`config.mk`:
```
export PLATFORM = sky130hd
export DESIGN_NAME = dualmem_narrow_reader_flat
export DESIGN_NICKNAME = d
export VERILOG_FILES = /design/src/rtl/dualmem_narrow_reader_if.sv /design/src/rtl/dualmem_narrow_reader.sv /design/src/flat_wrapper.sv
export SDC_FILE = /design/constraint.sdc
export NUM_CORES = 1
export LEC_CHECK = 0
export BUFFER_PORTS_ARGS = -buffer_cell sky130_fd_sc_hd__buf_2
export CAP_MARGIN = 5
export CORE_ASPECT_RATIO = 1.5
export CORE_MARGIN = 3
export CORE_UTILIZATION = 37
export CTS_CLUSTER_SIZE = 8
export DETAILED_ROUTE_END_ITERATION = 6
export PLACE_DENSITY = 0.59
export SETUP_SLACK_MARGIN = 0.3
export SLEW_MARGIN = 25
export SYNTH_ARGS = -nofsm -noshare
export SYNTH_HDL_FRONTEND = slang
export SYNTH_SLANG_ARGS = --single-unit
```
`constraint.sdc`:
```
create_clock -name clk -period 3.6 [get_ports clk]
set_input_delay 0.9 -clock clk [delete_from_list [all_inputs] [get_ports clk]]
set_output_delay 0.9 -clock clk [all_outputs]
set_load 0.01 [all_outputs]
```
`src/rtl/dualmem_narrow_reader_if.sv`:
```
// ---------------------------------------------------------------------------
// dualmem_narrow_reader_if
//
// Bundles the signals of the narrow reader: command channel, wide-port
// memory read channel, 16-bit output stream and status.
//
// Modports:
//   master : the reader itself. Drives cmd_ready, mem_en, mem_addr,
//            out_valid, out_data, out_last, busy and done. Samples
//            cmd_valid, cmd_addr, cmd_len, mem_rdata and out_ready.
//   slave  : the surroundings (command source, buffer wide port,
//            16-bit consumer). Signal directions are the mirror of master.
//
// Parameters:
//   AW   : wide-port word address width
//   LENW : command length width in 64-bit words
// ---------------------------------------------------------------------------
interface dualmem_narrow_reader_if #(
  parameter int AW   = 11,
  parameter int LENW = 12
);

  logic            cmd_valid;
  logic            cmd_ready;
  logic [AW-1:0]   cmd_addr;
  logic [LENW-1:0] cmd_len;

  logic            mem_en;
  logic [AW-1:0]   mem_addr;
  logic [63:0]     mem_rdata;

  logic            out_valid;
  logic            out_ready;
  logic [15:0]     out_data;
  logic            out_last;

  logic            busy;
  logic            done;

  modport master (
    input  cmd_valid, cmd_addr, cmd_len, mem_rdata, out_ready,
    output cmd_ready, mem_en, mem_addr, out_valid, out_data, out_last,
           busy, done
  );

  modport slave (
    output cmd_valid, cmd_addr, cmd_len, mem_rdata, out_ready,
    input  cmd_ready, mem_en, mem_addr, out_valid, out_data, out_last,
           busy, done
  );

endinterface

```
`src/rtl/dualmem_narrow_reader.sv`:
```
// ---------------------------------------------------------------------------
// dualmem_narrow_reader
//
// Streaming reader on the 64-bit wide port of the 16/64 widening dual-port
// buffer. A command (start word address, length in 64-bit words) is turned
// into a sequence of wide-port reads; every returned word is buffered in a
// small prefetch FIFO and handed out as four 16-bit beats, lane 0 (bits
// 15:0) first, on a valid/ready stream.
//
// Ports:
//   clk  : single clock
//   rstn : asynchronous active-low reset
//   bus  : dualmem_narrow_reader_if.master
//          cmd_valid/cmd_ready/cmd_addr/cmd_len : command handshake
//          mem_en/mem_addr/mem_rdata            : wide-port read, data one
//                                                  cycle after mem_en
//          out_valid/out_ready/out_data/out_last: 16-bit beat stream
//          busy                                 : high while not idle
//          done                                 : one-cycle completion pulse
//
// Parameters:
//   AW         : wide-port word address width (address wraps mod 2^AW)
//   LENW       : command length width in 64-bit words
//   FIFO_DEPTH : prefetch FIFO entries (at least 2 for full throughput)
// ---------------------------------------------------------------------------
module dualmem_narrow_reader #(
  parameter int AW         = 11,
  parameter int LENW       = 12,
  parameter int FIFO_DEPTH = 2
) (
  input  logic                   clk,
  input  logic                   rstn,
  dualmem_narrow_reader_if.master bus
);

  typedef enum logic [1:0] {
    ST_IDLE = 2'd0,
    ST_RUN  = 2'd1,
    ST_DONE = 2'd2
  } state_t;

  localparam int PTRW = (FIFO_DEPTH > 2) ? $clog2(FIFO_DEPTH) : 1;
  localparam int CNTW = $clog2(FIFO_DEPTH + 1);
  localparam int BW   = LENW + 2;

  localparam logic [CNTW:0]   DEPTH_C  = (CNTW + 1)'(FIFO_DEPTH);
  localparam logic [PTRW-1:0] PTR_LAST = PTRW'(FIFO_DEPTH - 1);

  state_t          state;
  state_t          next_state;

  logic [AW-1:0]   addr_q;
  logic [AW-1:0]   last_addr_q;
  logic [LENW-1:0] rd_remain_q;
  logic [BW-1:0]   beats_remain_q;
  logic            inflight_q;

  logic [63:0]     fifo_mem [FIFO_DEPTH];
  logic [PTRW-1:0] wr_ptr_q;
  logic [PTRW-1:0] rd_ptr_q;
  logic [CNTW-1:0] count_q;
  logic [1:0]      lane_q;

  logic            cmd_ready_c;
  logic            issue_c;
  logic            busy_c;
  logic            done_c;

  logic            cmd_accept;
  logic            out_valid_c;
  logic            beat_fire;
  logic            push;
  logic            pop;
  logic            last_beat;
  logic            credit_ok;
  logic [CNTW:0]   occupancy;
  logic [63:0]     head_word;

  // Pointer advance that also works for depths that are not a power of two.
  function automatic logic [PTRW-1:0] ptr_next(input logic [PTRW-1:0] p);
    return (p == PTR_LAST) ? '0 : p + PTRW'(1);
  endfunction

  // Credit is based on the registered count plus the read still in flight,
  // so a pop in this cycle only frees a slot from the next cycle on. This
  // guarantees that returning data always finds room in the FIFO.
  assign occupancy   = {1'b0, count_q} + {{CNTW{1'b0}}, inflight_q};
  assign credit_ok   = (occupancy < DEPTH_C);

  assign out_valid_c = (count_q != '0);
  assign beat_fire   = out_valid_c & bus.out_ready;
  assign pop         = beat_fire & (lane_q == 2'd3);
  assign push        = inflight_q;
  assign last_beat   = out_valid_c & (beats_remain_q == BW'(1));
  assign cmd_accept  = cmd_ready_c & bus.cmd_valid;
  assign head_word   = fifo_mem[rd_ptr_q];

  // State register.
  always_ff @(posedge clk or negedge rstn) begin
    if (!rstn) begin
      state <= ST_IDLE;
    end else begin
      state <= next_state;
    end
  end

  // Next-state and control outputs. Reads are only issued in RUN while
  // words remain and the FIFO has credit; the transfer ends on the
  // handshake of the final beat, and DONE lasts exactly one cycle.
  always_comb begin
    next_state  = state;
    cmd_ready_c = 1'b0;
    issue_c     = 1'b0;
    busy_c      = 1'b0;
    done_c      = 1'b0;
    case (state)
      ST_IDLE: begin
        cmd_ready_c = 1'b1;
        if (bus.cmd_valid) begin
          next_state = (bus.cmd_len == '0) ? ST_DONE : ST_RUN;
        end
      end
      ST_RUN: begin
        busy_c = 1'b1;
        if ((rd_remain_q != '0) && credit_ok) begin
          issue_c = 1'b1;
        end
        if (beat_fire && last_beat) begin
          next_state = ST_DONE;
        end
      end
      ST_DONE: begin
        busy_c     = 1'b1;
        done_c     = 1'b1;
        next_state = ST_IDLE;
      end
      default: begin
        next_state = ST_IDLE;
      end
    endcase
  end

  // Command latching, read address generation, FIFO bookkeeping and lane
  // tracking. The in-flight flag is cleared by reset so that the read data
  // of an aborted transfer is never pushed.
  always_ff @(posedge clk or negedge rstn) begin
    if (!rstn) begin
      addr_q         <= '0;
      last_addr_q    <= '0;
      rd_remain_q    <= '0;
      beats_remain_q <= '0;
      inflight_q     <= 1'b0;
      wr_ptr_q       <= '0;
      rd_ptr_q       <= '0;
      count_q        <= '0;
      lane_q         <= 2'd0;
    end else begin
      if (cmd_accept) begin
        addr_q         <= bus.cmd_addr;
        rd_remain_q    <= bus.cmd_len;
        beats_remain_q <= {bus.cmd_len, 2'b00};
      end

      if (issue_c) begin
        last_addr_q <= addr_q;
        addr_q      <= addr_q + AW'(1);
        rd_remain_q <= rd_remain_q - LENW'(1);
      end

      inflight_q <= issue_c;

      if (push) begin
        wr_ptr_q <= ptr_next(wr_ptr_q);
      end
      if (pop) begin
        rd_ptr_q <= ptr_next(rd_ptr_q);
      end

      if (push && !pop) begin
        count_q <= count_q + CNTW'(1);
      end else if (pop && !push) begin
        count_q <= count_q - CNTW'(1);
      end

      // Lane wraps 3 -> 0 naturally, in step with the pop.
      if (beat_fire) begin
        lane_q         <= lane_q + 2'd1;
        beats_remain_q <= beats_remain_q - BW'(1);
      end
    end
  end

  // Prefetch storage; contents need no reset because count_q guards them.
  always_ff @(posedge clk) begin
    if (push) begin
      fifo_mem[wr_ptr_q] <= bus.mem_rdata;
    end
  end

  // mem_addr shows the issuing address during mem_en and otherwise keeps
  // the last address that was issued.
  assign bus.cmd_ready = cmd_ready_c;
  assign bus.mem_en    = issue_c;
  assign bus.mem_addr  = issue_c ? addr_q : last_addr_q;
  assign bus.out_valid = out_valid_c;
  assign bus.out_data  = out_valid_c ? head_word[{lane_q, 4'b0000} +: 16] : 16'h0000;
  assign bus.out_last  = last_beat;
  assign bus.busy      = busy_c;
  assign bus.done      = done_c;

endmodule

```
`src/flat_wrapper.sv`:
```
// flat-port wrapper written by rule: the top's interface ports become plain ports
module dualmem_narrow_reader_flat 
#(
  parameter int AW         = 11,
  parameter int LENW       = 12,
  parameter int FIFO_DEPTH = 2
)
  (clk, rstn, bus_cmd_valid, bus_cmd_addr, bus_cmd_len, bus_mem_rdata, bus_out_ready, bus_cmd_ready, bus_mem_en, bus_mem_addr, bus_out_valid, bus_out_data, bus_out_last, bus_busy, bus_done);
  dualmem_narrow_reader_if #(.AW(AW), .LENW(LENW)) bus_i ();
  input  logic clk;
  input  logic rstn;
  input wire logic [$bits(bus_i.cmd_valid)-1:0] bus_cmd_valid;
  input wire logic [$bits(bus_i.cmd_addr)-1:0] bus_cmd_addr;
  input wire logic [$bits(bus_i.cmd_len)-1:0] bus_cmd_len;
  input wire logic [$bits(bus_i.mem_rdata)-1:0] bus_mem_rdata;
  input wire logic [$bits(bus_i.out_ready)-1:0] bus_out_ready;
  output wire logic [$bits(bus_i.cmd_ready)-1:0] bus_cmd_ready;
  output wire logic [$bits(bus_i.mem_en)-1:0] bus_mem_en;
  output wire logic [$bits(bus_i.mem_addr)-1:0] bus_mem_addr;
  output wire logic [$bits(bus_i.out_valid)-1:0] bus_out_valid;
  output wire logic [$bits(bus_i.out_data)-1:0] bus_out_data;
  output wire logic [$bits(bus_i.out_last)-1:0] bus_out_last;
  output wire logic [$bits(bus_i.busy)-1:0] bus_busy;
  output wire logic [$bits(bus_i.done)-1:0] bus_done;
  assign bus_i.cmd_valid = bus_cmd_valid;
  assign bus_i.cmd_addr = bus_cmd_addr;
  assign bus_i.cmd_len = bus_cmd_len;
  assign bus_i.mem_rdata = bus_mem_rdata;
  assign bus_i.out_ready = bus_out_ready;
  assign bus_cmd_ready = bus_i.cmd_ready;
  assign bus_mem_en = bus_i.mem_en;
  assign bus_mem_addr = bus_i.mem_addr;
  assign bus_out_valid = bus_i.out_valid;
  assign bus_out_data = bus_i.out_data;
  assign bus_out_last = bus_i.out_last;
  assign bus_busy = bus_i.busy;
  assign bus_done = bus_i.done;
  dualmem_narrow_reader #(.AW(AW), .LENW(LENW), .FIFO_DEPTH(FIFO_DEPTH)) u_core (.clk(clk), .rstn(rstn), .bus(bus_i));
endmodule
```
==> flow_summary.ini <==
[worst_setup_path]
startpoint_type = register
worstSetupPathType = reg2reg
cp.arrival_ns = 3.78
cp-end-kind = register
slowest_stage = or4_4
critical_path.top_delay_family = buffers and inverters
crit_fanout = 19
critPathMaxStageDelay_ns = 0.54
crit_required_ns = 3.92
cp_num_buf_inv = 13
crit_path_frequent_cell = buf_4
crit_path_cell_trace = or4_4 -> or4_4 -> nand2_8 -> inv_8 -> nand2_1 -> nand2_2 -> buf_4 -> buf_4 -> buf_4 -> buf_4 -> buf_4 -> buf_4 -> buf_4 -> buf_4 -> buf_4 -> buf_4 -> buf_4 -> buf_4

[cells_and_area]
layout-drive-gt1-share_pct = 39.40
multiInputGateArea_um2 = 2673
syn_to_final_growth_pct = 29.86
antenna_cells = 0
ff_latch_area_um2 = 5275
fin_nets = 851
fill_cells = 1806

[power]
peakVddDrop_mv = 0.4299
p_per_area_nw_per_um2 = 890.0
leakage_nw = 4.016

[synthesis]
synth_area_um2 = 7929
synth_edf_count = 128
synthCells = 561
synthArstFlopShare_pct = 30.81
yosysSeqAreaShare_pct = 66.47
yosysUniqueCellTypes = 54
syn_nets = 661
ys_ff_latch = 185
ys.flop_type = edfxtp_1
postSynthAreaPerCell_um2 = 14.13
ys.warnings.count = 0

[detailed_routing]
num_vias = 5575
drt-total-wl_um = 19840
drc = 0
drt_iter0_markers = 398
dr.pass1.iters = 5
ant_nets = 0
drt-wirelength-per-cell_um = 19.23
routed_via_density = 5.402

[cts]
clkTransAtPathRegs_ns = 0.07
cts_buffers = 17
htreeDepth = 4
clk_latency_ns = 0.43
cts_buffer_depth = 2
clockRootBuffer = clkbuf_16
cts_tree = done
cts.sinks = 185

[hold_path]
hold_path_class = in2async

[floorplanning]
start_util_pct = 37.64
die_h_um = 185.3
die_w_um = 125.5
ioPinCount = 124
dieArea_um2 = 23260
row_count = 65
coreArea_um2 = 21060

[global_route]
grt_max_degree = 65
antenna_found_initial = 1
grt_pass1_wl_um = 31190
grt_usage_pct = 17.23
overflow = 0
grt_pass1_vias = 6040

[sta]
finClkSkew_ns = 0.009407
finalSetupTns_ns = 0
setup_viol = 0
period_needed_ns = 3.456
slew_violations = 0
worstMarginPinSlew_ns = 0.8952
hold_viol = 0
holdWs_ns = 0.3388
fmaxAchievable_mhz = 289.3
slew_headroom_pct = 40.32
layout_worst_path_cycle_share_pct = 96.00
rsz0062_at_grt = true

[placed_design]
portBuffers = 123
gp_congestion = 0.8757
dp_hpwl_um = 12730

[outcome]
status = finished, final reports clean

[job]
cap_violations = 0
==> final timing paths <==
kind	startpoint	endpoint	slack (ns)	cells past startpoint
worst max-delay path	u_core.rd_remain_q[9]$_DFFE_PN0P_	u_core.last_addr_q[9]$_DFF_PN0_	0.14	18
worst min-delay path	rstn	u_core.last_addr_q[7]$_DFF_PN0_	0.34	1
worst max register to register	u_core.rd_remain_q[9]$_DFFE_PN0P_	u_core.last_addr_q[9]$_DFF_PN0_	0.14	18
worst min register to register	u_core.last_addr_q[0]$_DFF_PN0_	u_core.last_addr_q[0]$_DFF_PN0_	0.47	2
max in group asynchronous	rstn	u_core.rd_ptr_q$_DFFE_PN0P_	2.59	2
min in group clk	u_core.last_addr_q[0]$_DFF_PN0_	u_core.last_addr_q[0]$_DFF_PN0_	0.47	2
==> kinds of logic after synthesis <==
family / after synthesis / share of synthesized area, %
AO/OA/AOI/OAI: 90 / 7.338
XOR/XNOR: 7 / 0.7733
adder cells (fa/ha/maj): 9 / 1.420
buffers and inverters: 39 / 2.036
flip-flops: 185 / 66.47
multiplexers: 49 / 11.24
AND/OR/NAND/NOR: 182 / 10.73
==> placed cells by master (no fill, tap or decap), types with 3 or more instances in the layout <==
cell | synthesis | final
o211ai_1 | 5 | 5
buf_12 | 0 | 3
clkinv_1 | 0 | 3
o21ai_1 | 9 | 8
nand2_1 | 62 | 43
nor3_1 | 14 | 14
buf_6 | 1 | 16
nand3_1 | 18 | 18
xnor2_1 | 3 | 3
buf_2 | 6 | 115
nand2_2 | 0 | 6
ha_1 | 9 | 8
nand2_4 | 1 | 13
edfxtp_1 | 128 | 128
mux4_2 | 32 | 32
and3_1 | 4 | 4
a21oi_1 | 29 | 29
inv_1 | 14 | 12
mux2i_1 | 17 | 17
a211oi_1 | 5 | 5
o22ai_1 | 4 | 4
dfrtp_1 | 57 | 55
bufinv_16 | 0 | 5
or3_1 | 4 | 3
o21ai_2 | 0 | 3
nor4_2 | 3 | 3
nor2_1 | 53 | 52
xor2_1 | 4 | 4
o21ai_0 | 14 | 11
nor4_1 | 8 | 8
buf_4 | 0 | 59
o21a_1 | 3 | 3
clkbuf_16 | 0 | 17
nand2b_1 | 4 | 4
==> repair_timing <==
action,in CTS,in global routing
resized for setup,42,27
endpoints found under the setup margin,12,19
setup buffers,52,4
pin swaps,15,8
hold buffers,0,0
gates cloned,1,0
==> cell type report <==
cell class | count | area share, %
multi-input combinational | 337 | 25.96
timing repair buffer | 195 | 12.64
clock buffer | 17 | 4.132
clock inverter | 15 | 2.163
tap | 268 | 3.257
sequential | 185 | 51.23
inverter | 15 | 0.6198
==> cells in the mapped netlist (all sizes together) (3+ instances only) <==
cell type / instances / area, um2
a211oi: 5 / 37.54
a21oi: 30 / 161.4
and3: 4 / 25.02
buf: 9 / 48.80
clkbuf: 15 / 56.30
dfrtp: 57 / 1426
edfxtp: 128 / 3844
ha: 9 / 112.6
inv: 15 / 56.30
mux2i: 17 / 170.2
mux4: 32 / 720.7
nand2: 63 / 244.0
nand2b: 4 / 25.02
nand3: 18 / 90.09
nor2: 53 / 198.9
nor3: 14 / 70.07
nor4: 11 / 87.59
o211ai: 5 / 37.54
o21a: 3 / 22.52
o21ai: 23 / 115.1
o22ai: 4 / 25.02
or3: 4 / 25.02
or4: 3 / 30.03
xnor2: 3 / 26.28
xor2: 4 / 35.03
==> metal layers <==
layer | share of wire, % | global-route usage [%] | wire length [um]
met1 | 37 | 18.67 | 7411
met4 | 2.8 | 7.813 | 554
met2 | 54 | 31.16 | 10700
met3 | 5.8 | 4.934 | 1160
met5 | 0.10 | 0 | 20
==> registers in the layout (all words and copies together), names as in the netlist, 2 cells and up <==
name                   count
u_core.fifo_mem          128
u_core.rd_remain_q        12
u_core.count_q             2
u_core.last_addr_q        11
u_core.addr_q             11
u_core.beats_remain_q     14
u_core.lane_q              2
u_core.state               2
==> per-stage QoR <==
stage               instance area [um2]  cells  setup WS [ns]  total power, mW  utilization [%]
floorplan                          7931    561         0.5073            5.147                -
global placement                   8914    943         0.3059            6.077            42.32
detailed placement                 8917    943         0.2348            6.158            42.33
CTS                               10120   1028         0.2290            8.938            48.07
global route                      10300   1032        0.07391            9.726            48.88
finish                            10300   1032         0.1439            9.164            48.88
==> power by group <==
part / internal [mW] / total, mW / switching (mW)
combinational: 1.92 / 3.81 / 1.89
sequential: 2.86 / 3.31 / 0.453
clock: 1.24 / 2.04 / 0.808
total: 6.01 / 9.16 / 3.15
Note: power is estimated with default switching activity, not from simulation.
